==> src/rtl/fp_divider_seq.sv <==
// fp_divider_seq: sequential radix-2 restoring floating-point divider.
// Define FPDIV_ROUND_EN for round-to-nearest-even; default build truncates.
module fp_divider_seq #(
    parameter int EXP_W = 8,
    parameter int MAN_W = 23
) (
    input  logic                 clk,
    input  logic                 reset,
    input  logic                 start,
    input  logic [EXP_W+MAN_W:0] a,
    input  logic [EXP_W+MAN_W:0] b,
    output logic                 ready,
    output logic                 valid,
    output logic [EXP_W+MAN_W:0] result,
    output logic [3:0]           flags
);
    localparam int QW = MAN_W + 3;
    localparam int RW = MAN_W + 2;
    localparam int EW = EXP_W + 2;
    localparam int CW = $clog2(QW + 1);
    localparam logic signed [EW-1:0] BIAS = EW'((1 << (EXP_W - 1)) - 1);
    localparam logic signed [EW-1:0] EMAX = EW'((1 << EXP_W) - 1);
    localparam logic signed [EW-1:0] ONE = EW'(1);
    localparam logic [EXP_W+MAN_W-1:0] INF_MAG =
        {{EXP_W{1'b1}}, {MAN_W{1'b0}}};
    localparam logic [EXP_W+MAN_W:0] QNAN =
        {1'b0, {EXP_W{1'b1}}, 1'b1, {(MAN_W-1){1'b0}}};

    typedef enum logic [1:0] {IDLE, CALC, NORM, DONE} state_t;
    state_t state, state_nx;

    logic             sa, sb, sq_in;
    logic [EXP_W-1:0] ea, eb;
    logic [MAN_W-1:0] fa, fb;

    assign {sa, ea, fa} = a;
    assign {sb, eb, fb} = b;
    assign sq_in = sa ^ sb;

    logic a_zero, b_zero, a_inf, b_inf, a_nan, b_nan;

    assign a_zero = (ea == '0);
    assign b_zero = (eb == '0);
    assign a_inf  = (&ea) & (fa == '0);
    assign b_inf  = (&eb) & (fb == '0);
    assign a_nan  = (&ea) & (|fa);
    assign b_nan  = (&eb) & (|fb);

    logic                 sp_hit;
    logic [EXP_W+MAN_W:0] sp_res;
    logic [3:0]           sp_flags;

    // Priority order matters: NaN/invalid first, then inf/x before x/0.
    always_comb begin
        sp_hit   = 1'b1;
        sp_res   = '0;
        sp_flags = '0;
        if (a_nan | b_nan | (a_zero & b_zero) | (a_inf & b_inf)) begin
            sp_res   = QNAN;
            sp_flags = 4'b1000;
        end else if (a_inf) begin
            sp_res = {sq_in, INF_MAG};
        end else if (b_zero) begin
            sp_res   = {sq_in, INF_MAG};
            sp_flags = 4'b0100;
        end else if (a_zero | b_inf) begin
            sp_res = {sq_in, {(EXP_W+MAN_W){1'b0}}};
        end else begin
            sp_hit = 1'b0;
        end
    end

    logic [RW-1:0]          rem;
    logic [QW-1:0]          q;
    logic [MAN_W:0]         mb;
    logic signed [EW-1:0]   e;
    logic                   sq;
    logic [CW-1:0]          cnt;

    logic          ge;
    logic [RW-1:0] diff, rem_nx;

    assign ge     = rem >= {1'b0, mb};
    assign diff   = ge ? rem - {1'b0, mb} : rem;
    assign rem_nx = diff << 1;

    logic [QW-1:0]        qn;
    logic signed [EW-1:0] en, er;
    logic [MAN_W-1:0]     man;
    logic [MAN_W:0]       man_r;
    logic                 guard, sticky, inc;

    assign qn     = q[QW-1] ? q : {q[QW-2:0], 1'b0};
    assign en     = q[QW-1] ? e : e - ONE;
    assign man    = qn[QW-2 -: MAN_W];
    assign guard  = qn[1];
    assign sticky = (|rem) | qn[0];

`ifdef FPDIV_ROUND_EN
    assign inc = guard & (sticky | man[0]);
`else
    logic unused_rnd;
    assign inc        = 1'b0;
    assign unused_rnd = guard ^ sticky;
`endif

    assign man_r = {1'b0, man} + {{MAN_W{1'b0}}, inc};
    assign er    = man_r[MAN_W] ? en + ONE : en;

    logic [EXP_W+MAN_W:0] n_res;
    logic [3:0]           n_flags;

    always_comb begin
        n_res   = {sq, er[EXP_W-1:0], man_r[MAN_W-1:0]};
        n_flags = '0;
        if (er >= EMAX) begin
            n_res   = {sq, INF_MAG};
            n_flags = 4'b0010;
        end else if (er[EW-1] | (er == '0)) begin
            n_res   = {sq, {(EXP_W+MAN_W){1'b0}}};
            n_flags = 4'b0001;
        end
    end

    always_ff @(posedge clk or negedge reset) begin
        if (!reset) state <= IDLE;
        else        state <= state_nx;
    end

    always_comb begin
        state_nx = state;
        unique case (state)
            IDLE: if (start) state_nx = sp_hit ? DONE : CALC;
            CALC: if (cnt == CW'(QW - 1)) state_nx = NORM;
            NORM: state_nx = DONE;
            DONE: state_nx = IDLE;
            default: state_nx = IDLE;
        endcase
    end

    always_ff @(posedge clk or negedge reset) begin
        if (!reset) begin
            rem    <= '0;
            q      <= '0;
            mb     <= '0;
            e      <= '0;
            sq     <= 1'b0;
            cnt    <= '0;
            result <= '0;
            flags  <= '0;
        end else begin
            unique case (state)
                IDLE: if (start) begin
                    if (sp_hit) begin
                        result <= sp_res;
                        flags  <= sp_flags;
                    end
                    rem <= {2'b01, fa};
                    mb  <= {1'b1, fb};
                    q   <= '0;
                    cnt <= '0;
                    e   <= EW'(ea) - EW'(eb) + BIAS;
                    sq  <= sq_in;
                end
                CALC: begin
                    rem <= rem_nx;
                    q   <= {q[QW-2:0], ge};
                    cnt <= cnt + CW'(1);
                end
                NORM: begin
                    result <= n_res;
                    flags  <= n_flags;
                end
                default: ;
            endcase
        end
    end

    assign ready = (state == IDLE);
    assign valid = (state == DONE);

endmodule

==> config.mk <==
export PLATFORM = sky130hd
export DESIGN_NAME = fp_divider_seq
export DESIGN_NICKNAME = d
export VERILOG_FILES = /design/src/rtl/fp_divider_seq.sv
export SDC_FILE = /design/constraint.sdc
export NUM_CORES = 1
export LEC_CHECK = 0
export BUFFER_PORTS_ARGS = -buffer_cell sky130_fd_sc_hd__clkbuf_2
export CAP_MARGIN = 20
export CORE_ASPECT_RATIO = 0.7
export CORE_MARGIN = 2
export CORE_UTILIZATION = 55
export CTS_CLUSTER_SIZE = 14
export DETAILED_ROUTE_END_ITERATION = 6
export HOLD_SLACK_MARGIN = 0.12
export PLACE_DENSITY = 0.8
export RECOVER_POWER = 25
export REMOVE_ABC_BUFFERS = 1
export SETUP_SLACK_MARGIN = 0.3
export SYNTH_ARGS = -nofsm -noshare
export SYNTH_HDL_FRONTEND = slang
export SYNTH_SLANG_ARGS = --single-unit
==> constraint.sdc <==
create_clock -name clk -period 3.41 [get_ports clk]
set_input_delay 0.1705 -clock clk [delete_from_list [all_inputs] [get_ports clk]]
set_output_delay 0.1705 -clock clk [all_outputs]
set_load 0.01 [all_outputs]
==> results.json <==
{
  "run_status": "finished, violations left",
  "violations": "max-capacitance violations",
  "critPathLaunchType": "primary input",
  "fp.dieH_um": 104,
  "clk_pin_slew_ps": 60,
  "fin_area_um2": 9620,
  "slew_viol_final": 0,
  "setup.worst_path.end": "result[24]$_DFFE_PN0P_",
  "crit_family": "simple AND/OR/NAND/NOR gates",
  "htreeDepth": 4,
  "place_inst": 1099,
  "p_leak_nw": 4.40,
  "worst-setup-path-type": "in2reg",
  "syn_area_um2": 7870,
  "dpl_cell_area_um2": 8550,
  "required_ps": 3700,
  "port_buffers": 104,
  "powerDensity_nw_per_um2": 976,
  "timing.rr.end": "result[5]$_DFFE_PN0P_",
  "ys_seq_area_share_pct": 41.0,
  "netlist_instances": 831,
  "async_reset_ff_share_pct": 100,
  "ys_seq_elements": 129,
  "first_pass_iters": 6,
  "worstSkewPairLatency_ps": 420,
  "antenna_found_initial": 0,
  "place.gp.congestion": 0.939,
  "diodes": 0,
  "grt_pass1_vias": 6662,
  "final.fill_count": 1100,
  "hold_depth": 3,
  "worstPathMaxFanout": 5,
  "synth_top_area_share_pct": 41.0,
  "synthDistinctLibCells": 64,
  "ys_dominant_reg_cell": "dfrtp_1",
  "die_x_um": 147,
  "coreArea_um2": 14000,
  "finalCriticalPeriod_ps": 2980,
  "reg2regPathDepth": 10,
  "syn-mean-instance-area_um2": 9.47,
  "crit_path_top_delay_cell": "nor4_1",
  "worstMarginPinSlew_ps": 1490,
  "maxCapViolCount": 1,
  "die_area_um2": 15300,
  "ctsRootBufferMaster": "clkbuf_16",
  "synthTopCellsByArea": "dfrtp_1, ha_1, nand2_1, mux2_2, o21ai_0",
  "cp-startpoint": "b[1]",
  "vias": 7020,
  "r2r_slack_ps": 480,
  "dp_slack_ps": 276,
  "slowest_delay_ps": 660,
  "synth_top_area_cell": "dfrtp_1",
  "grt_max_degree": 74,
  "wl_per_cell_um": 17.7,
  "clockBufferDepth": 2,
  "wl_um": 20900,
  "synth_edf_count": 0,
  "finalSetupViolCount": 0,
  "nets": 1086,
  "vias_per_cell": 5.95,
  "critPathArrivalTime_ps": 3270,
  "synth_common_cells": "dfrtp_1, nand2_1, o21ai_0, nor2_1, inv_1",
  "relSlewSlack_pct": 0.721,
  "cts.sinks": 129,
  "dp_hpwl_um": 14000,
  "synth_most_common_cell": "dfrtp_1",
  "grt_pass1_wl_um": 34000,
  "crit_path_end_kind": "register",
  "finalHoldViolations": 0,
  "grt_setup_unrepaired": "no",
  "setup_slack_ps": 435,
  "area_delta_synth_final_pct": 22.3,
  "cts_tree": "yes",
  "ys_warn_count": 0,
  "min_path_type": "in2reg",
  "io-pin-count": 105,
  "initial_core_util_pct": 56.3,
  "fin_crit_sh_pct": 87.3,
  "timing.setup.tns_ps": 0,
  "max_freq_ghz": 0.336,
  "row_count": 36,
  "path_buf_inv": 2,
  "timing.rr.start": "e[0]$_DFFE_PN0P_",
  "cp_common_cell": "nor2_1",
  "numCtsBuffers": 17,
  "drc": 0,
  "drt_iter0_drc": 573,
  "finalClockSkew_ps": 15.7,
  "cp.depth": 11,
  "final_cells": 1180,
  "grt-ovfl-total": 0,
  "grt_use_total_pct": 27.5,
  "antenna_left": 0,
  "cp_cell_sequence": "dlygate4sd3_1, clkbuf_2, nor4_1, nand4_1, nor2_1, nor3_1, nor2_1, a21oi_1, or2_1, nor2_1, a21oi_1",
  "ir_drop_mv": 0.510,
  "layout-drive-gt1-share_pct": 20.3
}
## flip-flops by register name, indices dropped and copies added (netlist names)
register  flops
q            26
result       32
state         2
rem          25
mb           24
flags         4
cnt           5
sq            1
e            10
## how the worst min path moves through the flow
stage	startpoint	endpoint	slack (ps)
final	a[31]	sq$_DFFE_PN0P_	140
after global placement	reset	cnt[2]$_DFFE_PN0P_	300
after global routing	a[31]	sq$_DFFE_PN0P_	170
after floorplan	reset	cnt[0]$_DFFE_PN0P_	-130
after CTS	start	state[1]$_DFFE_PN0P_	140
after detailed placement	reset	cnt[2]$_DFFE_PN0P_	300
## cells by family (layout without fill, tap and decap cells)
| logic type | Yosys count | count (layout) | synth area share, % |
|---|---|---|---|
| buffers and inverters | 89 | 247 | 4.93 |
| AO/OA/AOI/OAI | 245 | 245 | 21.2 |
| flip-flops | 129 | 129 | 41.0 |
| XOR/XNOR | 38 | 38 | 4.23 |
| multiplexers | 58 | 58 | 7.83 |
| AND/OR/NAND/NOR | 230 | 231 | 13.9 |
| adder cells (fa/ha/maj) | 42 | 42 | 6.87 |
## where the power goes
group / leakage, nW / switching [W] / internal [W] / total [W]
clock: 0.285 / 0.000786 / 0.00104 / 0.00183
sequential: 1.66 / 0.000426 / 0.00204 / 0.00247
combinational: 2.45 / 0.00297 / 0.00212 / 0.00509
total: 4.40 / 0.00418 / 0.00521 / 0.00939
## layer usage
| metal | GRT usage, % | part of all wire, % | routed length, um | vias up |
|---|---|---|---|---|
| li1 | - | - | - | 3298 |
| met1 | 40.0 | 47 | 9840 | 3403 |
| met2 | 40.3 | 44 | 9100 | 265 |
| met3 | 5.39 | 6.3 | 1310 | 54 |
| met4 | 11.5 | 3.0 | 626 | 0 |
| met5 | 0 | 0 | 0 | - |
## worst register-to-register path: cells and delay by family (launching register included)
| kind | cells | cell delay, ps |
|---|---|---|
| simple gates | 4 | 1270 |
| compound gates | 4 | 670 |
| flops | 1 | 420 |
| fa+ha+maj | 1 | 300 |
| buf+inv | 1 | 140 |
## through the flow
stage | hold WS (ps) | utilization (%) | power, W
2_1_floorplan | -125 | - | 0.00601
3_3_place_gp | 295 | 61.2 | 0.00715
3_5_place_dp | 296 | 61.2 | 0.00728
4_1_cts | 144 | 68.8 | 0.00922
5_1_grt | 170 | 68.9 | 0.0101
6_report | 144 | 68.9 | 0.00939
## timing repair
action | in CTS | in global routing
cloned | 0 | 1
endpoints found under the setup margin | 3 | 30
pin swaps | 0 | 2
resized for setup | 1 | 5
buffers inserted | 0 | 2
endpoints found under the hold margin | 101 | 0
hold buffers | 46 | 0
## cell type report
class	count	area [um2]	share of cell area (%)
Tap cell	190	238	2.47
Sequential cell	129	3230	33.5
Timing Repair Buffer	164	1080	11.2
Clock buffer	17	425	4.42
Clock inverter	15	163	1.69
Multi-Input combinational cell	614	4300	44.7
Inverter	51	191	1.99
## cell usage in the layout, fill, tap and decap left out, types with 15 or more instances in the layout
master,instances
clkbuf_1,18
o21ai_0,61
xnor2_1,21
a21oi_1,37
nor4_1,17
a22o_1,25
dlygate4sd3_1,46
ha_1,40
nand3_1,15
mux2_2,28
nor3_1,15
mux2i_1,30
nand2_1,85
nor2_1,51
o21ai_2,20
clkbuf_2,86
xor2_1,17
inv_1,51
a22oi_1,16
clkbuf_16,17
dfrtp_1,129
No activity file was read; power rests on OpenSTA's default activity.
